[src/rtl/dmem_pkg.sv]
// Shared encodings and helpers for the data-memory access front end.
// Holds the size codes, the FSM state type and the store-lane helper functions.
package dmem_pkg;

    localparam logic [1:0] SZ_BYTE = 2'b00;
    localparam logic [1:0] SZ_HALF = 2'b01;
    localparam logic [1:0] SZ_WORD = 2'b10;
    localparam logic [1:0] SZ_ILL  = 2'b11;

    typedef enum logic [1:0] {
        ST_IDLE,
        ST_REQ,
        ST_WAIT_R,
        ST_RESP
    } dmem_state_t;

    typedef struct packed {
        logic [3:0]  mask;
        logic [31:0] data;
    } store_lane_t;

    function automatic logic is_misaligned(input logic [1:0] size, input logic [1:0] addr_lo);
        logic bad;
        case (size)
            SZ_BYTE: bad = 1'b0;
            SZ_HALF: bad = addr_lo[0];
            SZ_WORD: bad = (addr_lo != 2'b00);
            default: bad = 1'b1;
        endcase
        return bad;
    endfunction

    // Replicates the LSB-justified store data across every lane it could land in,
    // so the byte enables alone select the bytes the memory writes.
    function automatic store_lane_t store_lanes(input logic [1:0]  size,
                                                input logic [1:0]  addr_lo,
                                                input logic [31:0] wdata);
        store_lane_t r;
        r.mask = 4'b0000;
        r.data = wdata;
        case (size)
            SZ_BYTE: begin
                r.mask = 4'b0001 << addr_lo;
                r.data = {4{wdata[7:0]}};
            end
            SZ_HALF: begin
                r.mask = 4'b0011 << {addr_lo[1], 1'b0};
                r.data = {2{wdata[15:0]}};
            end
            SZ_WORD: begin
                r.mask = 4'b1111;
            end
            default: begin
                r.mask = 4'b0000;
            end
        endcase
        return r;
    endfunction

endpackage

[src/rtl/dmem_access_unit_store_align.sv]
// Combinational alignment check plus byte-mask and lane-replication for stores.
module store_align
    import dmem_pkg::*;
(
    input  logic [1:0]  size,
    input  logic [1:0]  addr_lo,
    input  logic [31:0] wdata,
    output logic [3:0]  wmask,
    output logic [31:0] wdata_rep,
    output logic        misaligned
);

    store_lane_t lanes;

    assign lanes      = store_lanes(size, addr_lo, wdata);
    assign wmask      = lanes.mask;
    assign wdata_rep  = lanes.data;
    assign misaligned = is_misaligned(size, addr_lo);

endmodule

[src/rtl/dmem_access_unit.sv]
// Memory-stage front end: accepts one load/store, runs the bus handshake,
// captures load data for load_unit and reports misalignment or bus timeout.
module dmem_access_unit
    import dmem_pkg::*;
#(
    parameter int TIMEOUT = 16,
    parameter int ADDR_W  = 32
) (
    input  logic              clk_in,
    input  logic              rst_in,
    input  logic              req_valid_in,
    input  logic              req_we_in,
    input  logic [1:0]        req_size_in,
    input  logic [ADDR_W-1:0] req_addr_in,
    input  logic [31:0]       req_wdata_in,
    output logic              req_ready_o,
    output logic              stall_o,
    output logic              dm_req_o,
    output logic              dm_we_o,
    output logic [ADDR_W-1:0] dm_addr_o,
    output logic [31:0]       dm_wdata_o,
    output logic [3:0]        dm_wmask_o,
    input  logic              dm_gnt_in,
    input  logic              dm_rvalid_in,
    input  logic [31:0]       dm_rdata_in,
    output logic [31:0]       dm_data_o,
    output logic [1:0]        iadder_out_1to0_o,
    output logic              rsp_valid_o,
    output logic              misaligned_o,
    output logic              bus_err_o
);

    localparam int CNT_W = (TIMEOUT > 1) ? $clog2(TIMEOUT) : 1;

    dmem_state_t       state_q, state_d;
    logic [CNT_W-1:0]  cnt_q;
    logic              we_q;
    logic [ADDR_W-1:0] addr_q;
    logic [3:0]        mask_q;
    logic [31:0]       wrep_q;
    logic              mis_q;
    logic              berr_q;
    logic [31:0]       data_q;

    logic [3:0]        align_mask;
    logic [31:0]       align_wdata;
    logic              align_mis;
    logic              accept;
    logic              timeout_hit;
    logic              timeout_abort;

    // Alignment is evaluated on the incoming request so IDLE can branch straight to RESP.
    store_align u_store_align (
        .size       (req_size_in),
        .addr_lo    (req_addr_in[1:0]),
        .wdata      (req_wdata_in),
        .wmask      (align_mask),
        .wdata_rep  (align_wdata),
        .misaligned (align_mis)
    );

    assign accept      = (state_q == ST_IDLE) && req_valid_in;
    assign timeout_hit = (TIMEOUT != 0) && (cnt_q == CNT_W'(TIMEOUT - 1));

    always_comb begin
        state_d       = state_q;
        timeout_abort = 1'b0;
        case (state_q)
            ST_IDLE: begin
                if (req_valid_in) begin
                    state_d = align_mis ? ST_RESP : ST_REQ;
                end
            end
            ST_REQ: begin
                // Any rvalid seen alongside the grant is ignored; read data always follows later.
                if (dm_gnt_in) begin
                    state_d = we_q ? ST_RESP : ST_WAIT_R;
                end else if (timeout_hit) begin
                    state_d       = ST_RESP;
                    timeout_abort = 1'b1;
                end
            end
            ST_WAIT_R: begin
                if (dm_rvalid_in) begin
                    state_d = ST_RESP;
                end else if (timeout_hit) begin
                    state_d       = ST_RESP;
                    timeout_abort = 1'b1;
                end
            end
            ST_RESP: begin
                state_d = ST_IDLE;
            end
            default: begin
                state_d = ST_IDLE;
            end
        endcase
    end

    always_ff @(posedge clk_in) begin
        if (rst_in) begin
            state_q <= ST_IDLE;
            cnt_q   <= '0;
            we_q    <= 1'b0;
            addr_q  <= '0;
            mask_q  <= 4'b0000;
            wrep_q  <= '0;
            mis_q   <= 1'b0;
            berr_q  <= 1'b0;
            data_q  <= '0;
        end else begin
            state_q <= state_d;
            // Counter restarts on every state change so it measures time in REQ or WAIT_R alone.
            if (state_d != state_q) begin
                cnt_q <= '0;
            end else begin
                cnt_q <= cnt_q + CNT_W'(1);
            end
            if (accept) begin
                we_q   <= req_we_in;
                addr_q <= req_addr_in;
                mask_q <= align_mask;
                wrep_q <= align_wdata;
                mis_q  <= align_mis;
                berr_q <= 1'b0;
            end
            if (timeout_abort) begin
                berr_q <= 1'b1;
            end
            if ((state_q == ST_WAIT_R) && dm_rvalid_in) begin
                data_q <= dm_rdata_in;
            end
        end
    end

    assign req_ready_o       = (state_q == ST_IDLE);
    assign stall_o           = (state_q != ST_IDLE);
    assign dm_req_o          = (state_q == ST_REQ);
    assign dm_we_o           = (state_q == ST_REQ) && we_q;
    assign dm_addr_o         = {addr_q[ADDR_W-1:2], 2'b00};
    assign dm_wdata_o        = wrep_q;
    assign dm_wmask_o        = we_q ? mask_q : 4'b0000;
    assign dm_data_o         = data_q;
    assign iadder_out_1to0_o = addr_q[1:0];
    assign rsp_valid_o       = (state_q == ST_RESP);
    assign misaligned_o      = (state_q == ST_RESP) && mis_q;
    assign bus_err_o         = (state_q == ST_RESP) && berr_q;

endmodule

[config.mk]
export PLATFORM = sky130hd
export DESIGN_NAME = dmem_access_unit
export DESIGN_NICKNAME = d
export VERILOG_FILES = /design/src/rtl/dmem_pkg.sv /design/src/rtl/dmem_access_unit_store_align.sv /design/src/rtl/dmem_access_unit.sv
export SDC_FILE = /design/constraint.sdc
export NUM_CORES = 1
export LEC_CHECK = 0
export ABC_CLOCK_PERIOD_IN_PS = 2100
export CORE_AREA = 2 2 107 109
export CTS_CLUSTER_SIZE = 28
export DETAILED_ROUTE_END_ITERATION = 6
export DIE_AREA = 0 0 109 111
export PLACE_DENSITY = 0.88
export SYNTH_ARGS = -nofsm -noshare
export SYNTH_HDL_FRONTEND = slang
export SYNTH_SLANG_ARGS = --single-unit
[constraint.sdc]
create_clock -name clk_in -period 2.1 [get_ports clk_in]
set_input_delay 0.315 -clock clk_in [delete_from_list [all_inputs] [get_ports clk_in]]
set_output_delay 0.315 -clock clk_in [all_outputs]
set_load 0.05 [all_outputs]
After elaboration in Yosys (flattened, before gate mapping)
Index checks and enable logic that the tools add are counted.

Word-level logic and storage cells: 47. Output and inout port bits: 109. Bits in registers: 109. Bits of input ports: 104.

Add/subtract/negate cells: 1. Eq/ne operators: 7. Shift operators: 2. Muxes and demuxes: 17. Reduce and logical (&&, ||, !) cells: 11.

Operators with widths (number): 32-bit one-hot mux with 2 select lines (1); 4-bit one-hot mux with 3 select lines (1); 2-bit two-way mux (5); 2-bit one-hot mux with 4 select lines (1); 2-bit == test (second input constant) (3); 1-bit two-way mux (6); 2-bit nonzero test (3); 1-bit logical AND (5); 4-bit by 1-bit adder with 4-bit output (second input constant) (1); 2-bit by 1-bit == test with 1-bit output (second input constant) (2); 4-bit == test (second input constant) (1); 2-bit logical NOT (2); 4-bit two-way mux (1); 1-bit by 2-bit left shift with 4-bit output (first input constant) (1); 2-bit by 2-bit left shift with 4-bit output (first input constant) (1); 1-bit one-hot mux with 3 select lines (1); 2-bit inequality test (1); 1-bit one-hot mux with 2 select lines (1); 2-bit OR reduction (1).

Depth between registers and ports, before layout
Gate-level depths: netlist of run 1.

Depth in word-level cells: 7. Mapped depth: 9. Gate-level depth less buffers: 7.

By module
Synthesis of run 1 repeated with hierarchy kept, for this count alone.

Cell total of the unflattened synthesis: 576. Area total of the unflattened synthesis: 4583.1 um2.

By module, submodules not included: dmem_access_unit (seq. area each 2182.1 um2, area each 4008.8 um2, instances 1, cells each 508); store_align (seq. area each 0.0 um2, area each 574.3 um2, instances 1, cells each 68).

Least setup slack after synthesis of run 1
OpenSTA, ideal clock, no wires.

Kind: register to register. Start: reg state_q[0]. End: reg cnt_q[3]. Cell stages (with the launch flop): 9. Buffers on the path: 1. Period minus slack after synthesis: 2.228 ns. Arrival: 2.105 ns. Library setup time: 0.123 ns. Required time: 1.977 ns. Setup slack: -0.128 ns. Cell sequence: dfxtp_1 inv_1 ha_1 buf_4 inv_1 nand2_1 a211o_2 nand4b_2 nor3_1.

Elaborated cells on any way between the ends: 11. Classes of those cells: eq/ne (4); mux (5); reduce/logical (2).

RTL lines: start, declared (RTL line dmem_access_unit.sv:35) `dmem_state_t state_q, state_d;`; start signal, assigned (RTL line dmem_access_unit.sv:112) `state_q <= state_d;`; 2-bit logical NOT; via req_ready_o (RTL line dmem_access_unit.sv:16) `output logic req_ready_o,`; 2-bit one-hot mux with 4 select lines (RTL line dmem_access_unit.sv:68) `case (state_q)`; 2-bit inequality test (RTL line dmem_access_unit.sv:114) `if (state_d != state_q) begin`; 2-bit OR reduction (no line); end signal, assigned (RTL line dmem_access_unit.sv:117) `cnt_q <= cnt_q + CNT_W'(1);`; end, declared (RTL line dmem_access_unit.sv:36) `logic [CNT_W-1:0] cnt_q;`.

The timed path passes the listed nets, and every way through them passes these cells. A chain may end at the register's enable or synchronous reset.

Worst setup path in the final report of run 1
Start: reg we_q. End: out dm_wmask_o[3].

Longest elaborated chain between the ends: 1.

RTL lines: start, declared (RTL line dmem_access_unit.sv:37) `logic we_q;`; start signal, assigned (RTL line dmem_access_unit.sv:120) `we_q <= req_we_in;`; 4-bit two-way mux (RTL line dmem_access_unit.sv:142) `assign dm_wmask_o = we_q ? mask_q : 4'b0000;`; end, declared (RTL line dmem_access_unit.sv:22) `output logic [3:0] dm_wmask_o,`.

Every way passes these cells.

==> results.sh, run 1 <==
export IMPL_cap_violations=0
export IMPL_synthArstFlopShare_pct=0
export IMPL_cp_max_fo=5
export IMPL_slew_headroom_pct=61.6
export IMPL_max_freq_mhz=498
export IMPL_cts_sinks=109
export IMPL_final_nets=857
export IMPL_io_pins=213
export IMPL_synth_ff_type="dfxtp_1"
export IMPL_cts_reportedPaths_clkPinSlew_ns=0.07
export IMPL_critPathKind="reg2out"
export IMPL_grt_total_usage_pct=21.4
export IMPL_grt_pass1_wl_um=20600
export IMPL_ys_types=40
export IMPL_drv_slew=0
export IMPL_firstDrtPassIters=7
export IMPL_clockRootBuffer="clkbuf_16"
export IMPL_fin_crit_sh_pct=95.5
export IMPL_hp_class="in2reg"
export IMPL_crit_arrival_ns=1.69
export IMPL_grt_pass1_vias=4241
export IMPL_syn_to_final_growth_pct=56.8
export IMPL_cts_htree_levels=3
export IMPL_syn_area_mm2=0.00443
export IMPL_core_mm2=0.0111
export IMPL_max_vdd_ir_drop_v=0.000634
export IMPL_setup_violations=0
export IMPL_n_fill_cell=975
export IMPL_drt_wl_total_um=13000
export IMPL_cp_end_kind="output pin"
export IMPL_postCtsSetupBuffers=0
export IMPL_synth_seq_cells=109
export IMPL_die_area_mm2=0.0121
export IMPL_detail_route_wl_per_cell_um=14.6
export IMPL_grt_remaining_overflow=0
export IMPL_holdBufCountCts=0
export IMPL_via_per_inst=4.96
export IMPL_seq_area_frac_synth_pct=49.3
export IMPL_critical_path_startpoint_type="flip-flop"
export IMPL_ant_nets=0
export IMPL_tritoncts="built"
export IMPL_drive_gt1_share_pct=5.60
export IMPL_port_buffers=210
export IMPL_clk_latency_ns=0.33
export IMPL_dr_total_vias=4429
export IMPL_power_mw=7.65
export IMPL_routabilityCongestion=0.836
export IMPL_outcome="finished, final reports clean"
export IMPL_avgSynthCellArea_um2=7.96
export IMPL_drtIter0Drc=310
export IMPL_tightest_slew_ns=0.575
export IMPL_layout_min_cycle_time_ns=2.01
export IMPL_antenna_found_initial=0
export IMPL_finalSetupTns_ns=0
export IMPL_power_density_mw_per_mm2=1100
export IMPL_hold_violations=0
export IMPL_synthCells=556
export IMPL_cts_buffers=9
export IMPL_die_h_um=111
export IMPL_finalClockSkew_ns=0.00437
export IMPL_synth_edf_count=0
export IMPL_place_inst=879
export IMPL_ys_warn_count=0
export IMPL_num_rows=39
export IMPL_start_util_pct=40.0
export IMPL_rsz0062_at_grt="no"
export IMPL_finalNonFillerCells=893
export IMPL_fp_dieW_um=109
export IMPL_hpwl_um=9230
export IMPL_cts_resized=0
export IMPL_clk_path_buf_depth=2
export IMPL_worstPathRequired_ns=1.78
export IMPL_drc=0
export IMPL_diodes=0
export IMPL_p_leak_nw=2.56
export IMPL_grt_start_max_net_pins=84
final cells by class:
class | count | area [um2] | area share, %
well taps | 143 | 179 | 2.58
flip-flops and latches | 109 | 2180 | 31.4
multi-input cells | 398 | 2010 | 28.9
clock inverters | 3 | 22.5 | 0.324
inverters | 6 | 26.3 | 0.379
clock buffers | 11 | 243 | 3.50
repair buffers | 223 | 2280 | 32.8
path summary, 6_finish.rpt:
kind              startpoint  depth (start not counted)       endpoint  slack, ns
setup / recovery        we_q                          2  dm_wmask_o[3]       0.09
hold / removal        rst_in                          2         berr_q       0.34
setup reg to reg  state_q[1]                          7       cnt_q[3]       0.21
hold reg to reg    mask_q[3]                          2      mask_q[3]       0.45
where the power goes:
group | switching (mW) | internal, mW | total [mW]
clock | 0.723 | 0.829 | 1.55
combinational | 2.24 | 1.26 | 3.50
sequential | 0.188 | 2.41 | 2.60
Yosys cell counts (2+ instances only):
master	instances	area (um2)
buf_1	2	7.51
inv_1	6	22.5
a311oi_1	9	78.8
a211oi_1	8	60.1
ha_1	6	75.1
nor2b_1	2	12.5
dfxtp_1	109	2180
nand2b_1	2	12.5
clkbuf_1	20	75.1
buf_4	6	45.0
mux2i_1	16	160
nand2_1	185	694
and2_1	8	50.1
a21oi_1	88	440
nor2_1	24	90.1
o21ai_0	21	105
buf_6	2	22.5
nor3_1	5	25.0
a21o_1	2	15.0
buf_2	14	70.1
o21a_1	2	15.0
metal layers:
metal	track usage, %	share of wire (%)	vias up
met5	0	0	-
met4	8.46	2.5	0
met3	6.17	8.4	21
met2	37.4	49	151
met1	24.0	40	2030
li1	-	-	2227
through the flow:
stage / hold slack, ns / setup slack, ns / util [%] / instance area, um2
after global placement: 0.437 / 0.301 / 60.3 / 6680
after global routing: 0.360 / 0.0456 / 62.7 / 6940
after CTS: 0.325 / 0.0668 / 62.7 / 6940
final: 0.337 / 0.0935 / 62.7 / 6940
after floorplan: 0.427 / 0.0109 / - / 4430
after detailed placement: 0.443 / 0.201 / 60.3 / 6680
logic make-up after synthesis:
logic type / after synthesis / share of synthesized area [%]
mux: 16 / 3.62
other cells: 1 / 0.0847
xor+xnor: 2 / 0.396
fa+ha+maj: 6 / 1.70
flops: 109 / 49.3
simple gates: 233 / 21.5
compound gates: 139 / 18.0
buf+inv: 50 / 5.48
critical path: stages (launching register included):
cell and delay (ns):
dfxtp_1 0.39, and2_1 0.17, clkdlybuf4s50_1 0.80
cells in the final DEF, fill, tap and decap left out, drive strengths merged, types with 8 or more instances in the layout:
| cell | instances |
|---|---|
| a211oi | 8 |
| a21oi | 88 |
| a311oi | 9 |
| and2 | 9 |
| buf | 21 |
| clkbuf | 11 |
| clkdlybuf4s50 | 202 |
| dfxtp | 109 |
| mux2i | 16 |
| nand2 | 185 |
| nor2 | 24 |
| o21ai | 21 |
sequential cells by signal, summed over array words and instances, names as in the netlist:
name        count
mask_q          4
mis_q           1
cnt_q           4
addr_q         32
dm_wdata_o     32
dm_data_o      32
state_q         2
berr_q          1
we_q            1
(Power assumes the default switching activity.)
==> inputs of run 2 (changes only) <==
Settings changed: ABC_CLOCK_PERIOD_IN_PS 2100 to 2500, CORE_AREA 2 2 107 109 to 2 2 104 106, CTS_CLUSTER_SIZE 28 to not set, DIE_AREA 0 0 109 111 to 0 0 106 108, PLACE_DENSITY 0.88 to 0.92.
Clock period 2.1 ns to 2.5 ns, I/O delays scaled along.
==> run 2 against run 1 <==
  * Final cell count down 1.2%
  * Critical endpoint is now misaligned_o
  * Core utilization increased by 3.2 points
  * Clock skew increased by 0.0025 ns
  * Combinational power shrank 20%
  * Die area is 5.4% lower
  * Register-to-register slack improved by 0.06 ns
  * Sequential share of layout area grew 0.93 points
  * Setup slack got worse by 0.012 ns
==> results.sh, run 2 (synthesized netlist as in run 1, its figures left out) <==
export IMPL_outcome="finished, final reports clean"
export IMPL_cp_end_kind="output pin"
export IMPL_power_density_mw_per_mm2=894
export IMPL_hpwl_um=10200
export IMPL_clk_latency_ns=0.35
export IMPL_core_mm2=0.0102
export IMPL_diodes=0
export IMPL_critPathKind="reg2out"
export IMPL_die_h_um=108
export IMPL_dp_slack_ns=0.286
export IMPL_cts_htree_levels=3
export IMPL_slew_headroom_pct=53.1
export IMPL_final_nets=853
export IMPL_grt_pass1_vias=4403
export IMPL_detail_route_wl_per_cell_um=15.4
export IMPL_via_per_inst=5.16
export IMPL_drive_gt1_share_pct=4.02
export IMPL_grt_total_usage_pct=23.2
export IMPL_clockRootBuffer="clkbuf_8"
export IMPL_drv_slew=0
export IMPL_firstDrtPassIters=6
export IMPL_postCtsSetupBuffers=0
export IMPL_tritoncts="built"
export IMPL_worstPathRequired_ns=2.12
export IMPL_ant_nets=0
export IMPL_port_buffers=210
export IMPL_cts_reportedPaths_clkPinSlew_ns=0.09
export IMPL_final_cell_mix="clkdlybuf4s50_1 (206), nand2_1 (184), dfxtp_1 (109)"
export IMPL_hp_class="reg2reg"
export IMPL_tightest_slew_ns=0.704
export IMPL_rsz0062_at_grt="no"
export IMPL_cp_slowest_cell="clkdlybuf4s50_1"
export IMPL_cts_buffers=9
export IMPL_slowest_delay_ns=0.82
export IMPL_die_area_mm2=0.0114
export IMPL_drtIter0Drc=271
export IMPL_drt_wl_total_um=13600
export IMPL_combPwrFrac_pct=46.4
export IMPL_fp_dieW_um=106
export IMPL_layout_commonest_cell="clkdlybuf4s50_1"
export IMPL_dr_total_vias=4554
export IMPL_finalSetupTns_ns=0
export IMPL_cap_violations=0
export IMPL_cp_max_fo=8
export IMPL_p_int_mw=3.45
export IMPL_syn_to_final_growth_pct=52.3
export IMPL_cts_sinks=109
export IMPL_p_leak_nw=2.48
export IMPL_io_pins=213
export IMPL_max_freq_mhz=413
export IMPL_antenna_found_initial=0
export IMPL_layout_min_cycle_time_ns=2.42
export IMPL_clk_path_buf_depth=2
export IMPL_grt_start_max_net_pins=67
export IMPL_hold_violations=0
export IMPL_fin_ws_ns=0.0814
export IMPL_num_rows=37
export IMPL_finalClockSkew_ns=0.00684
export IMPL_setup_violations=0
export IMPL_critical_path_startpoint_type="flip-flop"
export IMPL_drc=0
export IMPL_pwr_share_clk_pct=17.1
export IMPL_netSwitchingFraction_pct=42.7
export IMPL_max_vdd_ir_drop_v=0.000456
export IMPL_crit_arrival_ns=2.04
export IMPL_fin_crit_sh_pct=96.7
export IMPL_grt_pass1_wl_um=21300
export IMPL_crit_chain="ha_1 -> and2_1 -> clkdlybuf4s50_1"
export IMPL_start_util_pct=43.3
export IMPL_grt_remaining_overflow=0
export IMPL_seq_power_share_pct=36.6
export IMPL_routabilityCongestion=0.831
export IMPL_p_switching_mw=2.57
export IMPL_power_mw=6.03
run 2: what timing repair did:
action / in CTS / in global routing
endpoints found under the setup margin: 1 / 1
hold buffers: 0 / 0
resized for setup: 1 / 1
run 2: power by group through the flow:
stage               clock, mW  sequential, mW  combinational, mW
floorplan                   0            3.05               1.04
global placement            0            2.22               2.73
detailed placement          0            2.24               2.80
CTS                      1.05            2.20               2.81
global route             1.13            2.24               2.97
finish                   1.03            2.20               2.80
run 2: cell type report:
cell class,count,area [um2]
fill,814,3490
timing repair buffer,219,2180
clock inverter,2,35.0
sequential,109,2180
multi-input combinational,398,2010
clock buffer,12,145
tap,136,170
inverter,6,22.5
run 2: worst paths after layout:
kind              depth (start not counted)  startpoint           end  slack [ns]
setup / recovery                          3  state_q[0]  misaligned_o        0.08
hold / removal                            2   mask_q[1]     mask_q[1]        0.45
setup reg to reg                          7  state_q[0]      cnt_q[3]        0.27
hold reg to reg                           2   mask_q[1]     mask_q[1]        0.45
run 2: metrics by stage:
stage	utilization [%]	cell area [um2]	hold WS (ns)	cells
finish	65.9	6740	0.455	882
detailed placement	64.1	6560	0.446	868
floorplan	-	4430	0.427	557
global placement	64.1	6560	0.439	868
CTS	65.9	6740	0.460	882
global route	65.9	6740	0.478	882
run 2: worst max-delay path: cells and delay by family, from the launching register on:
kind | cells | cell delay, ns
adders and majority gates | 1 | 0.24
buffers and inverters | 1 | 0.82
DFF | 1 | 0.49
and+or+nand+nor | 1 | 0.14
run 2: per-layer routing:
| metal | part of all wire [%] | global-route usage (%) | vias up | wire length (um) |
|---|---|---|---|---|
| met4 | 3.4 | 9.96 | 0 | 467 |
| met1 | 37 | 24.8 | 2103 | 5090 |
| met2 | 51 | 42.4 | 208 | 6960 |
| met3 | 7.9 | 7.11 | 38 | 1080 |
| li1 | - | - | 2205 | - |
| met5 | 0 | 0 | - | 0 |
==> inputs of run 3 (changes only) <==
Settings changed: CORE_AREA 2 2 104 106 to 2 2 145 76, DIE_AREA 0 0 106 108 to 0 0 147 78, PLACE_DENSITY 0.92 to 0.93.
==> run 3 against run 2 <==
  * First-iteration DRC count down 9.2%
  * Combinational power about the same
  * Final area up 1.5%
  * Clock power up 28%
  * Setup slack better by 0.0046 ns
  * Clock skew down 0.0015 ns
  * Critical path depth unchanged
  * Global-route usage down 0.54 points
  * Final cell count up 0.68%
  * Wire length down 2.8%
  * Clock-buffer cell count down 3
  * Power up 4.6%
==> results.sh, run 3 (synthesized netlist as in run 1, its figures left out) <==
export IMPL_outcome="finished, final reports clean"
export IMPL_critical_path_startpoint_type="flip-flop"
export IMPL_diodes=0
export IMPL_critPathKind="reg2out"
export IMPL_finalNonFillerCells=888
export IMPL_detail_route_wl_per_cell_um=14.9
export IMPL_firstDrtPassIters=4
export IMPL_finalClockSkew_ns=0.00531
export IMPL_gr_usage_met1_pct=26.4
export IMPL_grt_pass1_wl_um=21100
export IMPL_max_vdd_ir_drop_v=0.000545
export IMPL_critPathLaunch="state_q[0]"
export IMPL_drv_slew=0
export IMPL_fp_dieW_um=147
export IMPL_die_area_mm2=0.0115
export IMPL_cp_max_fo=8
export IMPL_dp_slack_ns=0.298
export IMPL_grt_total_usage_pct=22.6
export IMPL_fin_crit_sh_pct=96.6
export IMPL_power_density_mw_per_mm2=922
export IMPL_syn_to_final_growth_pct=54.6
export IMPL_layout_commonest_cell="clkdlybuf4s50_1"
export IMPL_clk_path_buf_depth=2
export IMPL_p_leak_nw=2.51
export IMPL_rsz0062_at_grt="no"
export IMPL_power_mw=6.31
export IMPL_grt_use_met3_pct=4.94
export IMPL_postCtsSetupBuffers=0
export IMPL_finalSetupTns_ns=0
export IMPL_grt_start_max_net_pins=59
export IMPL_max_freq_mhz=414
export IMPL_antenna_found_initial=0
export IMPL_place_inst=873
export IMPL_crit_arrival_ns=2.04
export IMPL_grt_pass1_vias=4299
export IMPL_num_rows=26
export IMPL_cts_htree_levels=3
export IMPL_cts_sinks=109
export IMPL_grt_remaining_overflow=0
export IMPL_fin_ws_ns=0.0860
export IMPL_combPwrFrac_pct=44.4
export IMPL_whs_endpoint="mask_q[0]"
export IMPL_routabilityCongestion=0.914
export IMPL_cap_violations=0
export IMPL_clk_latency_ns=0.33
export IMPL_drt_wl_total_um=13200
export IMPL_design_area_mm2=0.00685
export IMPL_pwr_share_clk_pct=20.9
export IMPL_cp_end_kind="output pin"
export IMPL_fin_util_pct=67.9
export IMPL_p_int_mw=3.65
export IMPL_timing_hold_ws_ns=0.448
export IMPL_clockRootBuffer="clkbuf_16"
export IMPL_hold_start="mask_q[0]"
export IMPL_r2r_end="cnt_q[2]"
export IMPL_r2r_cells=7
export IMPL_ant_nets=0
export IMPL_min_path_cells=2
export IMPL_core_mm2=0.0101
export IMPL_dr_total_vias=4470
export IMPL_cts_reportedPaths_clkPinSlew_ns=0.07
export IMPL_placed_cell_area_mm2=0.00657
export IMPL_drc=0
export IMPL_final_nets=854
export IMPL_die_h_um=78
export IMPL_grt_use_met2_pct=40.4
export IMPL_drtIter0Drc=246
export IMPL_hold_violations=0
export IMPL_final_cell_mix="clkdlybuf4s50_1 (206), nand2_1 (184), dfxtp_1 (109)"
export IMPL_drive_gt1_share_pct=4.55
export IMPL_tightest_slew_ns=0.623
export IMPL_port_buffers=210
export IMPL_p_switching_mw=2.66
export IMPL_start_util_pct=43.9
export IMPL_seq_power_share_pct=34.7
export IMPL_hp_class="reg2reg"
export IMPL_tritoncts="built"
export IMPL_setup_violations=0
export IMPL_cts_buffers=9
export IMPL_busiest_layer="met2"
export IMPL_layout_min_cycle_time_ns=2.41
export IMPL_reg2reg_from="state_q[0]"
export IMPL_netSwitchingFraction_pct=42.1
export IMPL_slew_headroom_pct=58.5
export IMPL_reg2reg_slack_ns=0.30
export IMPL_via_per_inst=5.03
export IMPL_io_pins=213
export IMPL_hpwl_um=9580
export IMPL_worstPathRequired_ns=2.12
## run 3: cell types whose count changed in the layout (fill, tap and decap cells not counted)
cell | previous run | this run
bufinv_16 | 1 | 0
clkinvlp_4 | 0 | 2
clkinv_4 | 0 | 3
clkinv_2 | 1 | 0
dlymetal6s2s_1 | 1 | 0
clkbuf_16 | 0 | 9
dlygate4sd2_1 | 1 | 2
clkbuf_8 | 10 | 0
buf_4 | 10 | 11
inv_6 | 0 | 1
clkbuf_1 | 2 | 0
## run 3: how the worst max path moves through the flow
stage                               to  slack, ns  cells after the start
after CTS                 misaligned_o       0.08                      3
after detailed placement   req_ready_o       0.30                      3
after floorplan               cnt_q[3]       0.27                      8
after global routing          dm_req_o      0.003                      2
final                     misaligned_o       0.09                      3
after global placement     req_ready_o       0.38                      3
## run 3: worst max-delay path: stages, from the launching register on
cell,delay [ns]
dfxtp_1,0.51
ha_1,0.25
and2_1,0.13
clkdlybuf4s50_1,0.81
## run 3: power groups by stage
stage          clock (mW)  sequential [mW]  combinational [mW]
6_report             1.32             2.19                2.80
5_1_grt              1.42             2.23                2.98
4_1_cts              1.35             2.19                2.80
3_5_place_dp            0             2.23                2.80
3_3_place_gp            0             2.21                2.75
2_1_floorplan           0             3.05                1.04
## run 3: area by class of cell
type / instances / area (um2)
Clock buffer: 9 / 225
Clock inverter: 6 / 50.0
Multi-Input combinational cell: 398 / 2010
Fill cell: 791 / 3240
Tap cell: 140 / 175
Inverter: 6 / 22.5
Sequential cell: 109 / 2180
Timing Repair Buffer: 220 / 2180
## run 3: layer usage
metal  vias up  share of wire [%]
met4         0                3.6
met3        40                4.5
met1      2073                 41
met5         -                  0
met2       139                 51
li1       2218                  -
## run 3: repair_timing
action / in CTS / in global routing
hold buffers: 0 / 0
setup endpoints to repair: 2 / 0
gates resized for setup: 2 / 0
